===== config.mk =====
export PLATFORM = sky130hd
export DESIGN_NAME = regfile_mp
export DESIGN_NICKNAME = d
export VERILOG_FILES = /design/src/rtl/rf_pkg.sv /design/src/rtl/rf_scoreboard.sv /design/src/rtl/regfile_mp.sv
export SDC_FILE = /design/constraint.sdc
export NUM_CORES = 2
export LEC_CHECK = 0
export BUFFER_PORTS_ARGS = -buffer_cell sky130_fd_sc_hd__clkbuf_2
export CORE_MARGIN = 4
export CORE_UTILIZATION = 50
export DETAILED_ROUTE_END_ITERATION = 7
export PLACE_DENSITY = 0.77
export SLEW_MARGIN = 20
export SYNTH_ARGS = -nofsm -noshare
export SYNTH_HDL_FRONTEND = slang
export SYNTH_HIERARCHICAL = 1
export SYNTH_SLANG_ARGS = --single-unit
export TNS_END_PERCENT = 20

===== constraint.sdc =====
create_clock -name clk -period 3.98 [get_ports clk]
set_input_delay 0.796 -clock clk [delete_from_list [all_inputs] [get_ports clk]]
set_output_delay 0.796 -clock clk [all_outputs]
set_load 0.01 [all_outputs]

===== src/rtl/rf_pkg.sv =====
// ============================================================================
// rf_pkg : shared types, constants and helpers for the multi-port register file
// Revision 1.0
// ============================================================================
`default_nettype none

package rf_pkg;

  function automatic int addr_width(input int n);
    return (n > 1) ? $clog2(n) : 1;
  endfunction

  // Port 1 carries the younger result and therefore wins address collisions.
  localparam int WR_PRI_1 = 1;

  localparam int RF_NREG_DEFAULT = 32;
  localparam int RF_AW_DEFAULT   = addr_width(RF_NREG_DEFAULT);

  typedef logic [RF_AW_DEFAULT-1:0] rf_addr_t;

endpackage

`default_nettype wire


===== src/rtl/rf_scoreboard.sv =====
// ============================================================================
// rf_scoreboard : per-register pending-write busy bits, double-issue detect
// Revision 1.0
// ============================================================================
`default_nettype none

module rf_scoreboard import rf_pkg::*; #(
  parameter int NREG     = 32,
  parameter int AW       = addr_width(NREG),
  parameter int NREAD    = 2,
  parameter int BYPASS   = 1,
  parameter int ZERO_REG = 1
) (
  input  logic                clk,
  input  logic                resetn,
  input  logic                wr0_en,
  input  logic [AW-1:0]       wr0_addr,
  input  logic                wr1_en,
  input  logic [AW-1:0]       wr1_addr,
  input  logic                iss_en,
  input  logic [AW-1:0]       iss_addr,
  input  logic [NREAD*AW-1:0] rd_addr,
  output logic [NREAD-1:0]    rd_busy,
  output logic                dbl_iss
);

  logic [NREG-1:0] busy_q, busy_d;
  logic            dbl_q, dbl_d;
  logic            w_iss_clr;

  assign w_iss_clr = (wr0_en && (wr0_addr == iss_addr)) ||
                     (wr1_en && (wr1_addr == iss_addr));

  always_comb begin
    busy_d = busy_q;
    for (int i = 0; i < NREG; i++) begin
      if ((wr0_en && (wr0_addr == AW'(i))) || (wr1_en && (wr1_addr == AW'(i))))
        busy_d[i] = 1'b0;
    end
    // Issue is applied after the clears: it is the newer event.
    if (iss_en)
      busy_d[iss_addr] = 1'b1;
    if (ZERO_REG != 0)
      busy_d[0] = 1'b0;
  end

  always_comb begin
    dbl_d = iss_en && busy_q[iss_addr] && !w_iss_clr;
    if ((ZERO_REG != 0) && (iss_addr == '0))
      dbl_d = 1'b0;
  end

  always_ff @(posedge clk or negedge resetn) begin
    if (!resetn) begin
      busy_q <= '0;
      dbl_q  <= 1'b0;
    end else begin
      busy_q <= busy_d;
      dbl_q  <= dbl_d;
    end
  end

  assign dbl_iss = dbl_q;

  for (genvar k = 0; k < NREAD; k++) begin : g_busy
    logic [AW-1:0] w_addr;
    logic          w_hit;

    assign w_addr = rd_addr[k*AW +: AW];
    assign w_hit  = (wr0_en && (wr0_addr == w_addr)) ||
                    (wr1_en && (wr1_addr == w_addr));

    always_comb begin
      rd_busy[k] = busy_q[w_addr];
      if ((BYPASS != 0) && w_hit)
        rd_busy[k] = 1'b0;
      if ((ZERO_REG != 0) && (w_addr == '0))
        rd_busy[k] = 1'b0;
    end
  end

endmodule

`default_nettype wire


===== src/rtl/regfile_mp.sv =====
// ============================================================================
// regfile_mp : NREAD-read / 2-write register file with bypass and scoreboard
// Revision 1.0
// ============================================================================
`default_nettype none

module regfile_mp import rf_pkg::*; #(
  parameter int DW       = 32,
  parameter int NREG     = 32,
  parameter int AW       = addr_width(NREG),
  parameter int NREAD    = 2,
  parameter int BYPASS   = 1,
  parameter int ZERO_REG = 1
) (
  input  logic                clk,
  input  logic                resetn,
  input  logic [NREAD*AW-1:0] rd_addr,
  output logic [NREAD*DW-1:0] rd_data,
  output logic [NREAD-1:0]    rd_busy,
  input  logic                wr0_en,
  input  logic [AW-1:0]       wr0_addr,
  input  logic [DW-1:0]       wr0_data,
  input  logic                wr1_en,
  input  logic [AW-1:0]       wr1_addr,
  input  logic [DW-1:0]       wr1_data,
  input  logic                iss_en,
  input  logic [AW-1:0]       iss_addr,
  input  logic [AW-1:0]       test_addr,
  output logic [DW-1:0]       test_data,
  output logic                dbl_iss
);

  logic [DW-1:0] mem_q [NREG];
  logic [DW-1:0] mem_d [NREG];

  logic          w_hi_en,   w_lo_en;
  logic [AW-1:0] w_hi_addr, w_lo_addr;
  logic [DW-1:0] w_hi_data, w_lo_data;

  assign w_hi_en   = (WR_PRI_1 == 1) ? wr1_en   : wr0_en;
  assign w_hi_addr = (WR_PRI_1 == 1) ? wr1_addr : wr0_addr;
  assign w_hi_data = (WR_PRI_1 == 1) ? wr1_data : wr0_data;
  assign w_lo_en   = (WR_PRI_1 == 1) ? wr0_en   : wr1_en;
  assign w_lo_addr = (WR_PRI_1 == 1) ? wr0_addr : wr1_addr;
  assign w_lo_data = (WR_PRI_1 == 1) ? wr0_data : wr1_data;

  // Low-priority write lands first so a same-address high-priority write overrides it.
  always_comb begin
    mem_d = mem_q;
    if (w_lo_en)
      mem_d[w_lo_addr] = w_lo_data;
    if (w_hi_en)
      mem_d[w_hi_addr] = w_hi_data;
    if (ZERO_REG != 0)
      mem_d[0] = '0;
  end

  always_ff @(posedge clk or negedge resetn) begin
    if (!resetn) begin
      for (int i = 0; i < NREG; i++)
        mem_q[i] <= '0;
    end else begin
      for (int i = 0; i < NREG; i++)
        mem_q[i] <= mem_d[i];
    end
  end

  for (genvar k = 0; k < NREAD; k++) begin : g_rd
    logic [AW-1:0] w_addr;
    logic [DW-1:0] w_data;

    assign w_addr = rd_addr[k*AW +: AW];

    always_comb begin
      w_data = mem_q[w_addr];
      if (BYPASS != 0) begin
        if (w_hi_en && (w_hi_addr == w_addr))
          w_data = w_hi_data;
        else if (w_lo_en && (w_lo_addr == w_addr))
          w_data = w_lo_data;
      end
      if ((ZERO_REG != 0) && (w_addr == '0))
        w_data = '0;
    end

    assign rd_data[k*DW +: DW] = w_data;
  end

  always_comb begin
    test_data = mem_q[test_addr];
    if ((ZERO_REG != 0) && (test_addr == '0))
      test_data = '0;
  end

  rf_scoreboard #(
    .NREG     (NREG),
    .AW       (AW),
    .NREAD    (NREAD),
    .BYPASS   (BYPASS),
    .ZERO_REG (ZERO_REG)
  ) u_sb (
    .clk      (clk),
    .resetn   (resetn),
    .wr0_en   (wr0_en),
    .wr0_addr (wr0_addr),
    .wr1_en   (wr1_en),
    .wr1_addr (wr1_addr),
    .iss_en   (iss_en),
    .iss_addr (iss_addr),
    .rd_addr  (rd_addr),
    .rd_busy  (rd_busy),
    .dbl_iss  (dbl_iss)
  );

endmodule

`default_nettype wire


# --- Word-level counts from Yosys, hierarchy flattened ---
# Cells that the tools add are included.
classes:
  order_cmp: 11
  eq_ne: 68
  muxes: 69
  bitwise: 6
  reduce_logical: 112
op_table:
  columns: ["cell", "n"]
  rows:
  - ["$bwmux 1024", 2]
  - ["$mux 1024", 1]
  - ["$mux 992", 1]
  - ["$mux 32", 16]
  - ["$bmux 32 s5", 3]
  - ["$demux 32 s5", 2]
  - ["$eq 5x5->1 const B", 32]
  - ["$eq 5x4->1 const B", 16]
  - ["$logic_and 1x1->1", 73]
  - ["$eq 5x3->1 const B", 8]
  - ["$mux 1", 40]
  - ["$logic_or 1x1->1", 34]
  - ["$or 32x32->32", 1]
  - ["$eq 5x5->1", 6]
  - ["$ge 6x6->1 const B", 5]
  - ["$not 5->6", 5]
  - ["$eq 5x2->1 const B", 4]
  - ["$logic_not 5->1", 4]
  - ["$lt 5x6->1 const B", 3]
  - ["$bmux 1 s5", 3]
  - ["$lt 6x1->1 const B", 2]
  - ["$eq 5x1->1 const B", 2]
  - ["$demux 1 s5", 1]
  - ["$ge 5x1->1 const B", 1]
  - ["$logic_not 1->1", 1]
word_totals:
  reg_bits: 1024
  inputBits: 99
  elab_cells: 299

# --- Longest topological paths before layout ---
depth:
  depth_word: 9
  depth_mapped: 9

# --- By module ---
# The synthesis kept the hierarchy.
modules_own_cells:
  columns: ["mod", "n_inst", "cells_per_inst", "area_each_um2"]
  rows:
  - ["regfile_mp", 1, 7221, 72002.8]
  - ["rf_scoreboard", 1, 280, 2879.0]

# --- Worst setup path before layout ---
# OpenSTA, ideal clock, no wires.
synth_path:
  path_type: "in2out"
  start: "input port test_addr[1]"
  end: "output port test_data[11]"
  arrival_time_ns: 2.652
  t_required_ns: 3.184
  slack_ns: 0.532
  stages: 6
  cell_sequence: "buf_2 > clkbuf_1 > clkbuf_1 > mux4_2 > mux4_2 > mux2_2"
synth_between:
  elab_chain_len: 5
  elab_cells_between_ends: 6
  classes_between: "mux (4); bitwise (1); reduce/logical (1)"
synth_lines:
  columns: ["item", "line", "text"]
  rows:
  - ["from (decl)", "regfile_mp.sv:28", "input logic [AW-1:0] test_addr,"]
  - ["$not 5->6 (not written as such)", "regfile_mp.sv:90", "test_data = mem_q[test_addr];"]
  - ["$bmux 32 s5", "regfile_mp.sv:90", null]
  - ["$mux 32 (not written as such) (2 in series)", "regfile_mp.sv:90", null]
  - ["$mux 32 (*)", "regfile_mp.sv:91", "if ((ZERO_REG != 0) && (test_addr == '0))"]
  - ["to (decl)", "regfile_mp.sv:29", "output logic [DW-1:0] test_data,"]
# Mark *: on every way between the ends. The rest lies on a longest branch, timed or not. The select of a mux whose other input is x is not followed.

# --- Worst setup path in the final report ---
layout_path:
  start: "input port rd_addr[8]"
  end: "output port rd_data[34]"
layout_between:
  elab_chain_len: 7
  elab_cells_between_ends: 12
  classes_between: "eq/ne (2); mux (6); bitwise (1); reduce/logical (3)"
layout_lines:
  columns: ["item", "line", "text"]
  rows:
  - ["from (decl)", "regfile_mp.sv:17", "input logic [NREAD*AW-1:0] rd_addr,"]
  - ["$not 5->6 (not written as such)", "regfile_mp.sv:75", "w_data = mem_q[w_addr];"]
  - ["$bmux 32 s5", "regfile_mp.sv:75", null]
  - ["$mux 32 (not written as such) (2 in series)", "regfile_mp.sv:75", null]
  - ["$mux 32", "regfile_mp.sv:79", "else if (w_lo_en && (w_lo_addr == w_addr))"]
  - ["$mux 32", "regfile_mp.sv:77", "if (w_hi_en && (w_hi_addr == w_addr))"]
  - ["$mux 32 (*)", "regfile_mp.sv:82", "if ((ZERO_REG != 0) && (w_addr == '0))"]
  - ["to (decl)", "regfile_mp.sv:18", "output logic [NREAD*DW-1:0] rd_data,"]
# Marks and branches as above.

==> results by group <==
Setup path
  – Reg2reg end: u_sb/dbl_iss
  – Crit path max fanout: 45
  – Reg2reg start: u_sb/busy_q[9]
  – CP cell instances: buf_4 > buf_12 > nand2b_2 > buf_12 > buf_4 > nor3_1 > o41ai_4 > buf_4 > clkbuf_2
  – CP Class: input pin to output pin
  – Reg2reg path depth: 5
  – CP arrival: 3.31 ns
  – CP Data Required Time: 3.18 ns
  – Startpoint type of the worst setup path: input pin
  – Critical path origin: rd_addr[8]
  – Worst reg2reg setup slack: 2.27 ns
  – CP most frequent cell: buf_4
  – CP max stage cell: o41ai_4
  – Slowest Stage Delay on Critical Path: 0.61 ns
  – Worst Setup End Kind: output pin

STA
  – Final setup fails: 12
  – Max Fclk: around 240 MHz
  – Worst Setup Slack, final: -0.127 ns
  – Crit path time final: 4.11 ns
  – Slew margin rel.: 0.103
  – Fin Clk Skew: 0.00765 ns
  – Hold Vio Cnt, Final: 0
  – Tightest Pin Transition: between 1 and 1.5 ns
  – Pins Over Slew Limit: 0
  – RSZ-0062 raised after global routing: true
  – Crit share post-route: 1.03

Place
  – PortBufs: 197
  – HPWL Detailed: 199000 um
  – GP Congestion: 0.996
  – Pre-CTS worst setup slack: -0.406 ns

Clock tree
  – H-Tree Depth: 3
  – Clk Latency, worst-skew pair: 0.78 ns
  – Clock Sinks: 1024
  – CTS root buffer: clkbuf_16
  – Max clock buf depth: 3
  – TritonCTS Buffers: 112
  – CTS tree: done
  – Hold-fix buffers, CTS: 0
  – Reg clk slew, reported paths: 0.06 ns

Global route
  – Initial antenna violation count: 19
  – GR Overflow Total: 0
  – Vias in the first global route: 68700
  – Gr usage total: 0.404
  – First-pass GRT wire length: 470000 um
  – Largest net degree at the start of global routing: 99

Yosys
  – #FFs+latches synth: 1024
  – Number of flops mapped to enable cells by yosys: 0
  – Cells after Synth: ~7500
  – Syn Std Cell Area: 0.0749 mm^2
  – Synth cell types: 50
  – Top FF cell, synth: dfrtp_1
  – Share of the synthesized area in the top cell type: 0.342
  – Post-synthesis net count: 7600
  – Yosys Warn Count: 6
  – Post-synthesis async set-or-reset flop share: 1.00
  – Register area share after synthesis: 0.342
  – Mean post-synth cell area: 9.98 um^2
  – Synth top area cells: dfrtp_1 34%, mux2i_1 22%, mux4_2 12%
  – Yosys top cell by area: dfrtp_1

Die
  – Area of the die: 0.156 mm^2
  – Die height: 395 um
  – Total core area: 0.148 mm^2
  – Die Width: 395 um
  – FP Rows: 141
  – # IOs: 198
  – Starting Density: 0.505

Run status
  – Violated checks: design-rule violations, negative setup slack
  – Run status: finished, violations left

Power
  – Logic pwr share: 0.311
  – Static leakage power: 37.1 nW
  – Int Power: 26.1 mW
  – Clock power share: 0.283
  – Sw Pwr: 14.2 mW
  – Final Total Pwr: about 40 mW
  – Switch share: 0.353
  – Reg power frac: 0.407
  – Maximum vdd drop: 0.438 mV
  – PD cells: 474 mW/mm^2

Finish
  – Layout area overhead: 13.6%
  – Fillers: 12000
  – Register area: between 0.02 and 0.03 mm^2
  – Share of layout cells above drive strength 1: 0.213
  – Multi-input gate area: 0.0462 mm^2
  – Final Net Count: 7471

Detailed routing
  – DRC Markers: 21
  – Drt total wl: 325000 um
  – Remaining antenna violation count: 0
  – Via density: 7.47
  – First drt pass iteration count: 8
  – Starting DRC count in detailed routing: 11800
  – DR WL/cell: 34.5 um
  – Routed via count: 70400

Worst hold path
  – Hold crit path type: input pin to async pin

Flow run
  – MaxCap Viol Count: 0
==> repair_timing <==
item                       in CTS  in global routing
setup endpoints to repair      25                 49
gates resized for setup        40                 45
pin swaps                       0                  6
gates cloned                    0                  1
setup buffers                   0                  8
==> cells in the mapped netlist (51+ instances only) <==
cell / instances
a22oi_1: 101
o22ai_1: 257
a22o_1: 51
a32oi_1: 72
nand2_1: 548
nor3_1: 196
mux2_2: 135
a311oi_1: 65
mux4_2: 409
buf_1: 90
o21ai_0: 493
dfrtp_1: 1024
nand2b_1: 76
a21oi_1: 534
buf_2: 140
mux2i_1: 1653
nor2_1: 564
buf_4: 75
o41ai_1: 62
clkbuf_1: 594
nor2b_1: 81
a221oi_1: 77
==> worst max-delay path: cells and delay by family <==
family          cells  cell delay [ns]
buf+inv             6             1.21
compound gates      1             0.61
simple gates        2             0.45
==> cell type report <==
type                            instances  share of cell area
Sequential cell                      1024               0.301
Inverter                               12            0.000529
Clock buffer                          161              0.0388
Multi-Input combinational cell       5517               0.543
Timing Repair Buffer                  705              0.0802
Antenna cell                           20            0.000588
Clock inverter                         46             0.00728
Tap cell                             1930              0.0284
==> registers in the layout (all words and copies together), names as in the netlist <==
signal        count
mem_q           992
u_sb/dbl_iss      1
u_sb/busy_q      31
==> how the worst max path moves through the flow <==
stage / end / slack (ns) / cells after the start
after global placement: rd_data[9] / -0.45 / 9
after CTS: rd_data[32] / -0.11 / 9
after global routing: rd_data[63] / -0.01 / 11
after floorplan: test_data[11] / 0.53 / 6
after detailed placement: rd_data[9] / -0.41 / 9
final: rd_data[34] / -0.13 / 9
==> logic make-up (layout without fill, tap and decap cells) <==
kind of cell           after synthesis  in the layout  share of synthesized area
multiplexers                      2204           2204                      0.367
AO/OA/AOI/OAI                     1724           1724                      0.140
AND/OR/NAND/NOR                   1539           1539                     0.0887
flip-flops                        1024           1024                      0.342
buffers and inverters              960            924                     0.0568
XOR/XNOR                            50             50                    0.00585
other                                0             20                          0
==> power by group through the flow <==
stage	clock network [mW]	registers, mW	logic, mW
after global routing	11.8	16.7	13.3
after detailed placement	0	16.3	11.9
after global placement	0	16.1	11.5
after CTS	11.3	16.2	12.0
final	11.4	16.4	12.5
after floorplan	0	15.2	8.60
==> placed cells by master, fill, tap and decap left out, drive strengths merged, types with 5 or more instances in the layout <==
cell type and n:
inv 18, buf 523, and3b 8, and3 10, clkbuf 343, xnor2 10
nor3b 10, nand2b 76, dfrtp 1024, nor2b 81, a21oi 534, clkinvlp 7
a22o 51, nor2 568, nor3 196, diode 20, mux4 416, mux2 135
a32oi 72, a311oi 65, o22ai 257, nand3b 5, nand3 8, xor2 40
a221oi 77, clkinv 21, mux2i 1653, a22oi 101, o21ai 493, nor4 13
bufinv 12, o41ai 62, nand2 548
==> metal layers <==
| metal | track usage | routed length (um) | share of wire | up-vias |
|---|---|---|---|---|
| met3 | 0.185 | 53600 | 0.16 | 2363 |
| met5 | 0.00400 | 59 | 0.00018 | - |
| met2 | 0.546 | 128000 | 0.39 | 6609 |
| met4 | 0.356 | 36600 | 0.11 | 10 |
| met1 | 0.479 | 107000 | 0.33 | 33700 |
| li1 | - | - | - | 27700 |
==> through the flow <==
stage	util	hold WS, ns	TNS (ns)	cell area (um^2)	instances
after floorplan	-	0.490	0	74900	7501
final	0.574	0.0518	-0.650	85100	9415
after detailed placement	0.542	0.525	-3.15	80400	9179
after global routing	0.574	0.0830	-0.0309	85000	9400
after global placement	0.542	0.523	-3.29	80400	9179
after CTS	0.571	0.0950	-0.129	84600	9386
(Power assumes the default switching activity.)
